===== config.mk =====
export PLATFORM = sky130hd
export DESIGN_NAME = ssid_request_arbiter_flat
export DESIGN_NICKNAME = d
export VERILOG_FILES = /design/src/rtl/ssid_request_arbiter_if.sv /design/src/rtl/ssid_request_arbiter.sv /design/src/flat_wrapper.sv
export SDC_FILE = /design/constraint.sdc
export NUM_CORES = 1
export LEC_CHECK = 0
export CORE_UTILIZATION = 37
export DETAILED_ROUTE_END_ITERATION = 8
export PLACE_DENSITY = 0.78
export SYNTH_ARGS = -nofsm -noshare
export SYNTH_HDL_FRONTEND = slang
export SYNTH_SLANG_ARGS = --single-unit

===== constraint.sdc =====
create_clock -name clock -period 2 [get_ports clock]
set_clock_uncertainty 0.1 [all_clocks]
set_input_delay 0.4 -clock clock [delete_from_list [all_inputs] [get_ports clock]]
set_output_delay 0.4 -clock clock [all_outputs]
set_load 0.01 [all_outputs]

===== src/rtl/ssid_request_arbiter_if.sv =====
// Handshake and memory-side bundle for the SSID request arbiter.
// The slave side is the arbiter; the master side drives requests.
interface ssid_request_arbiter_if #(
    parameter int SSIDBITS = 8,
    parameter int NREQ     = 4,
    parameter int IDBITS   = 2
);
    logic [NREQ-1:0]          req_valid;
    logic [NREQ*SSIDBITS-1:0] req_ssid;
    logic [NREQ-1:0]          req_ready;
    logic                     storageReady;
    logic [SSIDBITS-1:0]      SSID;
    logic                     newAddress;
    logic [IDBITS-1:0]        grant_id;
    logic                     resp_valid;
    logic [IDBITS-1:0]        resp_id;
    logic                     idle;

    modport master (
        output req_valid, req_ssid, storageReady,
        input  req_ready, SSID, newAddress, grant_id,
        input  resp_valid, resp_id, idle
    );

    modport slave (
        input  req_valid, req_ssid, storageReady,
        output req_ready, SSID, newAddress, grant_id,
        output resp_valid, resp_id, idle
    );
endinterface


===== src/rtl/ssid_request_arbiter.sv =====
// Round-robin sharing of the hit-memory SSID port between requesters.
// Each issued address carries its requester ID down a latency-matched tag pipe.
module ssid_request_arbiter #(
    parameter int SSIDBITS    = 8,
    parameter int NREQ        = 4,
    parameter int IDBITS      = 2,
    parameter int MEM_LATENCY = 2
) (
    input  logic                  clock,
    input  logic                  reset,
    ssid_request_arbiter_if.slave bus
);
    logic [IDBITS-1:0]   lastGrant;
    logic [IDBITS-1:0]   pick;
    logic [IDBITS-1:0]   cand;
    logic                found;
    logic                transfer;
    logic [NREQ-1:0]     ready;
    logic [SSIDBITS-1:0] selSsid;

    logic [SSIDBITS-1:0] ssidReg;
    logic [IDBITS-1:0]   grantReg;
    logic                strobe;

    logic [MEM_LATENCY-1:0] tagValid;
    logic [IDBITS-1:0]      tagId [MEM_LATENCY];

    // Round-robin search starting one past the last granted requester.
    always_comb begin
        found    = 1'b0;
        pick     = '0;
        cand     = '0;
        ready    = '0;
        for (int k = 1; k <= NREQ; k++) begin
            cand = IDBITS'((int'(lastGrant) + k) % NREQ);
            if (!found && bus.req_valid[cand]) begin
                found = 1'b1;
                pick  = cand;
            end
        end
        transfer = found && bus.storageReady && !reset;
        if (transfer) ready[pick] = 1'b1;
        selSsid  = bus.req_ssid[int'(pick) * SSIDBITS +: SSIDBITS];
    end

    // Address register, strobe and round-robin pointer; only a transfer moves them.
    always_ff @(posedge clock) begin
        if (reset) begin
            lastGrant <= IDBITS'(NREQ - 1);
            ssidReg   <= '1;
            grantReg  <= '0;
            strobe    <= 1'b0;
        end else begin
            strobe <= transfer;
            if (transfer) begin
                lastGrant <= pick;
                ssidReg   <= selSsid;
                grantReg  <= pick;
            end
        end
    end

    // Tag pipe: stage 0 samples the strobe and its ID every cycle.
    always_ff @(posedge clock) begin
        if (reset) begin
            tagValid <= '0;
            for (int i = 0; i < MEM_LATENCY; i++) tagId[i] <= '0;
        end else begin
            tagValid[0] <= strobe;
            tagId[0]    <= grantReg;
            for (int i = 1; i < MEM_LATENCY; i++) begin
                tagValid[i] <= tagValid[i-1];
                tagId[i]    <= tagId[i-1];
            end
        end
    end

    assign bus.req_ready  = ready;
    assign bus.SSID       = ssidReg;
    assign bus.newAddress = strobe;
    assign bus.grant_id   = grantReg;
    assign bus.resp_valid = tagValid[MEM_LATENCY-1];
    assign bus.resp_id    = tagId[MEM_LATENCY-1];
    assign bus.idle       = !strobe && !(|tagValid);
endmodule


===== src/flat_wrapper.sv =====
// flat-port wrapper written by rule: the top's interface ports become plain ports
module ssid_request_arbiter_flat 
#(
    parameter int SSIDBITS    = 8,
    parameter int NREQ        = 4,
    parameter int IDBITS      = 2,
    parameter int MEM_LATENCY = 2
)
  (clock, reset, bus_req_valid, bus_req_ssid, bus_storageReady, bus_req_ready, bus_SSID, bus_newAddress, bus_grant_id, bus_resp_valid, bus_resp_id, bus_idle);
  ssid_request_arbiter_if #(.SSIDBITS(SSIDBITS), .NREQ(NREQ), .IDBITS(IDBITS)) bus_i ();
  input  logic clock;
  input  logic reset;
  input wire logic [$bits(bus_i.req_valid)-1:0] bus_req_valid;
  input wire logic [$bits(bus_i.req_ssid)-1:0] bus_req_ssid;
  input wire logic [$bits(bus_i.storageReady)-1:0] bus_storageReady;
  output wire logic [$bits(bus_i.req_ready)-1:0] bus_req_ready;
  output wire logic [$bits(bus_i.SSID)-1:0] bus_SSID;
  output wire logic [$bits(bus_i.newAddress)-1:0] bus_newAddress;
  output wire logic [$bits(bus_i.grant_id)-1:0] bus_grant_id;
  output wire logic [$bits(bus_i.resp_valid)-1:0] bus_resp_valid;
  output wire logic [$bits(bus_i.resp_id)-1:0] bus_resp_id;
  output wire logic [$bits(bus_i.idle)-1:0] bus_idle;
  assign bus_i.req_valid = bus_req_valid;
  assign bus_i.req_ssid = bus_req_ssid;
  assign bus_i.storageReady = bus_storageReady;
  assign bus_req_ready = bus_i.req_ready;
  assign bus_SSID = bus_i.SSID;
  assign bus_newAddress = bus_i.newAddress;
  assign bus_grant_id = bus_i.grant_id;
  assign bus_resp_valid = bus_i.resp_valid;
  assign bus_resp_id = bus_i.resp_id;
  assign bus_idle = bus_i.idle;
  ssid_request_arbiter #(.SSIDBITS(SSIDBITS), .NREQ(NREQ), .IDBITS(IDBITS), .MEM_LATENCY(MEM_LATENCY)) u_core (.clock(clock), .reset(reset), .bus(bus_i));
endmodule

==> results of run 1 <==
per-layer routing:
layer  GRT usage  routed length, µm  vias to the layer above
li1            -                  -                      514
met2       0.419               1550                       42
met3      0.0583                163                        6
met1       0.224               1210                      490
met4      0.0641                 46                        0
met5           0                  0                        -
how the worst max path moves through the flow:
stage,from,to,slack [ns],depth (start not counted)
finish,bus_req_valid[0],bus_req_ready[1],-0.09,7
global route,bus_req_valid[0],bus_req_ready[1],-0.13,7
CTS,u_core.lastGrant[0],bus_req_ready[1],-0.06,6
detailed placement,bus_req_valid[1],bus_req_ready[1],-0.90,7
global placement,bus_req_valid[1],bus_req_ready[1],-0.81,7
floorplan,bus_req_valid[2],bus_req_ready[1],0.18,5
worst reg2reg max path: stages (launching register included):
cell      delay, ns
dfxtp_2        0.35
nand2b_4       0.15
buf_6          0.11
o211ai_1       0.13
o221a_2        0.28
buf_4          0.11
buf_4          0.09
buf_4          0.09
nand2_1        0.07
buf_12         0.15
o221a_1        0.21
layout make-up:
cell class	count	area (µm²)
timing repair buffer	87	778
multi-input combinational	70	668
fill	194	651
sequential	19	383
tap	30	37.5
clock buffer	3	22.5
clock inverter	1	5.00
cell families (layout without fill, tap and decap cells):
group	after synthesis	in the layout	synth area share
multiplexers	16	16	0.210
AO/OA/AOI/OAI	19	19	0.184
AND/OR/NAND/NOR	35	35	0.201
flip-flops	19	19	0.373
buffers and inverters	4	91	0.0307
cells in the mapped netlist:
cell / n / area (µm²)
nand3_1: 1 / 5.00
nand2_1: 5 / 18.8
a21bo_2: 1 / 10.0
o221a_1: 8 / 90.1
mux2_4: 9 / 135
and2_1: 3 / 18.8
mux2_1: 1 / 11.3
nor2_1: 4 / 15.0
a21o_2: 1 / 8.76
o41ai_2: 1 / 16.3
o221ai_1: 1 / 8.76
buf_4: 2 / 15.0
o221a_2: 1 / 11.3
o21ai_1: 1 / 5.00
o211ai_1: 1 / 7.51
buf_6: 1 / 11.3
nand2b_1: 13 / 81.3
buf_2: 1 / 5.00
a21boi_0: 1 / 7.51
mux2_2: 6 / 67.6
nor3_1: 1 / 5.00
a21o_1: 1 / 7.51
o21a_1: 2 / 15.0
dfxtp_1: 19 / 380
nand3_4: 1 / 17.5
nor2b_1: 7 / 43.8
registers in the layout, indices dropped and copies added (netlist names):
signal	count
u_core.bus.SSID	8
u_core.bus.grant_id	2
u_core.bus.newAddress	1
u_core.lastGrant	2
u_core.tagId	4
u_core.tagValid	2
stage by stage:
stage	instances	util	cell area (µm²)	power, W
final	210	0.744	1890	0.00104
after global routing	210	0.744	1890	0.00109
after CTS	207	0.728	1850	0.00103
after detailed placement	194	0.685	1740	0.000809
after global placement	194	0.685	1740	0.000798
after floorplan	93	-	1020	0.000608
power groups by stage:
stage	clock network, W	logic [W]	registers [W]
2_1_floorplan	0	0.000164	0.000444
3_3_place_gp	0	0.000364	0.000434
3_5_place_dp	0	0.000374	0.000435
4_1_cts	0.000200	0.000399	0.000428
5_1_grt	0.000211	0.000442	0.000434
6_report	0.000198	0.000416	0.000430
repair_timing:
action	4_1_cts	5_1_grt
buffers inserted	9	3
hold buffers	0	0
gates cloned	0	0
pin swaps	5	4
hold endpoints to repair	0	0
resized for setup	45	5
endpoints found under the setup margin	12	11
==> flow_summary.ini, run 1 <==
[critical_path]
worst_setup_path_end_kind = output port
required_ns = 1.50
worstPathArrival_ns = 1.59
crit_chain = buf_2 > buf_6 > o41ai_4 > nor2_2 > a21boi_2 > and2_1 > buf_2
start_kind = primary input
crit_fanout = 3
slowest_stage = o41ai_4
reg2regPathDepth = 10
cpMostUsedCell = buf_2
rr_startpoint = u_core.lastGrant[0]
crit_family = compound AO/OA/AOI/OAI gates
max_stage_delay_ns = 0.38
reg2reg_to = u_core.bus.SSID[5]
path_class = in -> out
critical_path_buf_inv_count = 3
reg2reg_slack_ns = 0.07

[pwr]
p_int_w = 0.000758
p_sw_w = 0.000285
power_frac_seq = 0.412
power_frac_comb = 0.399
ir_worst_vdd_uv = 381
leakagePower_nw = 0.818
p_clk_frac = 0.190
power_density_nw_per_um2 = 551
p_sw_frac = 0.273

[grt]
grt_pass1_vias = 1055
grt_antenna_before_repair = 0
grt_pass1_wl_um = 4480
grt.overflow.total = 0
grtUsageTotal = 0.217
grt_max_degree = 17

[placed_design]
place_ws_ns = -0.898
place_hpwl_um = 2170
io_buffer_count = 57
gp_congestion = 0.792

[hold_path]
hold_class = reg -> reg
holdPathStages = 1
whs_endpoint = u_core.tagId[0][3]
hold_start = u_core.tagId[0][1]

[timing]
max_freq_ghz = 0.478
grt_setup_unrepaired = true
maxSlewViolCount = 0
hold_viol = 0
whs_ns = 0.359
fin_crit_sh = 1.05
worst_pin_slew_ns = 0.314
setup_tns_ns = -0.227
setup_viol = 4
setup_ws_ns = -0.0938
period_needed_ns = 2.09
relSlewSlack = 0.790

[logic_synthesis]
syn_inst = 93
ys_warn_count = 0
ys_types = 26
synth_seq_cells = 19
post_synth.cell_area_avg_um2 = 11.0
netlist_area_um2 = 1020
yosysSeqAreaShare = 0.373
syn-num-nets = 132

[cells_and_area]
final_cell_mix = 48 x clkdlybuf4s50_1, 26 x buf_4, 17 x dfxtp_1, 11 x nand2b_1, 9 x mux2_4
antenna_cells = 0
area.growth.synth_to_final_pct = 86.0
final_common_cell = clkdlybuf4s50_1
drive_above_1_share = 0.400
fin_nets = 220

[clock_tree]
htreeDepth = 1
clk_pin_slew_worst_paths_ns = 0.11
cts_inserted_buffers = 3
cts_buffer_depth = 2
cts_num_sinks = 19
cts_root_buf = clkbuf_4
cts_tree = yes
clkLatencyLatePin_ns = 0.30

[drt]
drc = 0
drt_iter0_drc = 9
wl_per_cell_um = 14.1
dr.pass1.iters = 4
via_per_inst = 5.01
ant_nets = 0
routed_wl_um = 2970
dr_total_vias = 1052

[run_status]
status = finished with violations
violations = setup timing

[floorplanning]
die_w_um = 54.5
ios = 58
start_util = 0.400
core.rowCount = 18
dieArea_um2 = 2970
core_um2 = 2540
die_h_um = 54.5

[job]
maxCapViolations = 0
(Power assumes the default switching activity.)
==> inputs of run 2 (changes only) <==
--- a/config.mk
+++ b/config.mk
@@ -8,6 +8,7 @@
 export CORE_UTILIZATION = 37
 export DETAILED_ROUTE_END_ITERATION = 8
 export PLACE_DENSITY = 0.78
+export SKIP_CTS_REPAIR_TIMING = 1
 export SYNTH_ARGS = -nofsm -noshare
 export SYNTH_HDL_FRONTEND = slang
 export SYNTH_SLANG_ARGS = --single-unit
==> run 2 against run 1 <==
Net effect: the run still ends with setup timing left; wire length shrank 4.6%; non-clock buffer count shrank 9; critical path depth is the same; sequential power is essentially flat; flip-flop and latch count is the same; critical path type unchanged; largest cell class unchanged; highest routed layer unchanged.
==> flow_summary.ini, run 2 (synthesized netlist as in run 1, its figures left out) <==
[run_status]
status = finished with violations
violations = setup timing

[pwr]
power_frac_seq = 0.422
p_sw_frac = 0.272
p_sw_w = 0.000276
power_frac_comb = 0.383
power_density_nw_per_um2 = 556
p_clk_frac = 0.195
p_int_w = 0.000741
ir_worst_vdd_uv = 370
leakagePower_nw = 0.809

[timing]
fin_crit_sh = 1.05
max_freq_ghz = 0.476
setup_ws_ns = -0.103
period_needed_ns = 2.10
relSlewSlack = 0.765
setup_viol = 3
maxSlewViolCount = 0
whs_ns = 0.359
grt_setup_unrepaired = true
worst_pin_slew_ns = 0.352
hold_viol = 0

[clock_tree]
cts_inserted_buffers = 3
cts_buffer_depth = 2
htreeDepth = 1
cts_tree = yes
cts_root_buf = clkbuf_4
clkLatencyLatePin_ns = 0.30
clk_pin_slew_worst_paths_ns = 0.11
cts_num_sinks = 19

[drt]
wl_per_cell_um = 14.1
drc = 0
dr.pass1.iters = 4
drt_iter0_drc = 17
via_per_inst = 5.12
routed_wl_um = 2840
ant_nets = 0
dr_total_vias = 1030

[critical_path]
cp-startpoint = bus_req_valid[3]
crit_chain = dlymetal6s2s_1 > buf_4 > o41ai_4 > nor2_2 > a21boi_2 > and2_1 > buf_2
slowest_stage = o41ai_4
worst_setup_path_end_kind = output port
start_kind = primary input
crit_fanout = 4
max_stage_delay_ns = 0.27
required_ns = 1.50
worstPathArrival_ns = 1.60
rr_startpoint = u_core.lastGrant[0]
path_class = in -> out

[placed_design]
post_dp_cell_area_um2 = 1740
placedCellCount = 194
gp_congestion = 0.792
place_hpwl_um = 2170
io_buffer_count = 57

[cells_and_area]
largest_reg_flops = 8
antenna_cells = 0
stdcell_count = 201
final_cell_mix = 48 x clkdlybuf4s50_1, 18 x buf_4, 17 x dfxtp_1, 11 x nand2b_1, 9 x mux2_4
final.fill_count = 200
fin_util = 0.719
final_common_cell = clkdlybuf4s50_1
fin_nets = 211
area.growth.synth_to_final_pct = 79.6
drive_above_1_share = 0.333
fin_area_um2 = 1830

[floorplanning]
dieArea_um2 = 2970
core_um2 = 2540
ios = 58
start_util = 0.400
die_h_um = 54.5
core.rowCount = 18
die_w_um = 54.5

[hold_path]
hold_class = reg -> reg
hold_start = u_core.tagId[0][1]

[grt]
grt_pass1_wl_um = 4170
grt_antenna_before_repair = 0
grtUsageTotal = 0.202
grt.overflow.total = 0
grt_max_degree = 17
grt_pass1_vias = 991

[job]
maxCapViolations = 0
## run 2: per-stage QoR
stage	setup WS, ns	TNS (ns)	power (W)
finish	-0.103	-0.221	0.00102
global route	-0.140	-0.400	0.00106
CTS	-0.910	-4.26	0.00100
detailed placement	-0.898	-7.54	0.000809
global placement	-0.807	-6.42	0.000798
floorplan	0.185	0	0.000608
## run 2: cell type report
| type | instances | area (µm²) | area share |
|---|---|---|---|
| Sequential cell | 19 | 383 | 0.209 |
| Tap cell | 30 | 37.5 | 0.0205 |
| Timing Repair Buffer | 78 | 733 | 0.401 |
| Multi-Input combinational cell | 70 | 648 | 0.354 |
| Clock inverter | 1 | 5.00 | 0.00274 |
| Clock buffer | 3 | 22.5 | 0.0123 |
## run 2: critical path, delay by kind of cell
family | cells | cell delay (ns)
AOI/OAI and AO/OA | 2 | 0.45
and+or+nand+nor | 2 | 0.25
buffers and inverters | 3 | 0.50
## run 2: path summary, 6_finish.rpt
kind / end / depth (start not counted) / slack, ns
setup / recovery: bus_req_ready[3] / 7 / -0.10
hold / removal: u_core.tagId[0][3] / 1 / 0.36
setup reg to reg: u_core.bus.SSID[5] / 6 / 0.12
hold reg to reg: u_core.tagId[0][3] / 1 / 0.36
## run 2: routing by layer
layer	wire length (µm)	GRT usage	part of all wire
met5	0	0	0
met4	28	0.0641	0.0099
met3	206	0.0583	0.073
met2	1490	0.372	0.52
met1	1110	0.219	0.39
## run 2: power by group through the flow
stage          sequential, W  combinational (W)  clock, W
3_5_place_dp        0.000435           0.000374         0
4_1_cts             0.000427           0.000375  0.000200
2_1_floorplan       0.000444           0.000164         0
3_3_place_gp        0.000434           0.000364         0
5_1_grt             0.000433           0.000414  0.000211
6_report            0.000429           0.000390  0.000198
==> inputs of run 3 (changes only) <==
--- a/config.mk
+++ b/config.mk
@@ -7,6 +7,7 @@
 export LEC_CHECK = 0
 export CORE_UTILIZATION = 37
 export DETAILED_ROUTE_END_ITERATION = 8
+export HOLD_SLACK_MARGIN = 0.15
 export PLACE_DENSITY = 0.78
 export SKIP_CTS_REPAIR_TIMING = 1
 export SYNTH_ARGS = -nofsm -noshare
==> results of run 3 <==
Final layout, timing and power as in run 2 (identical DEF).
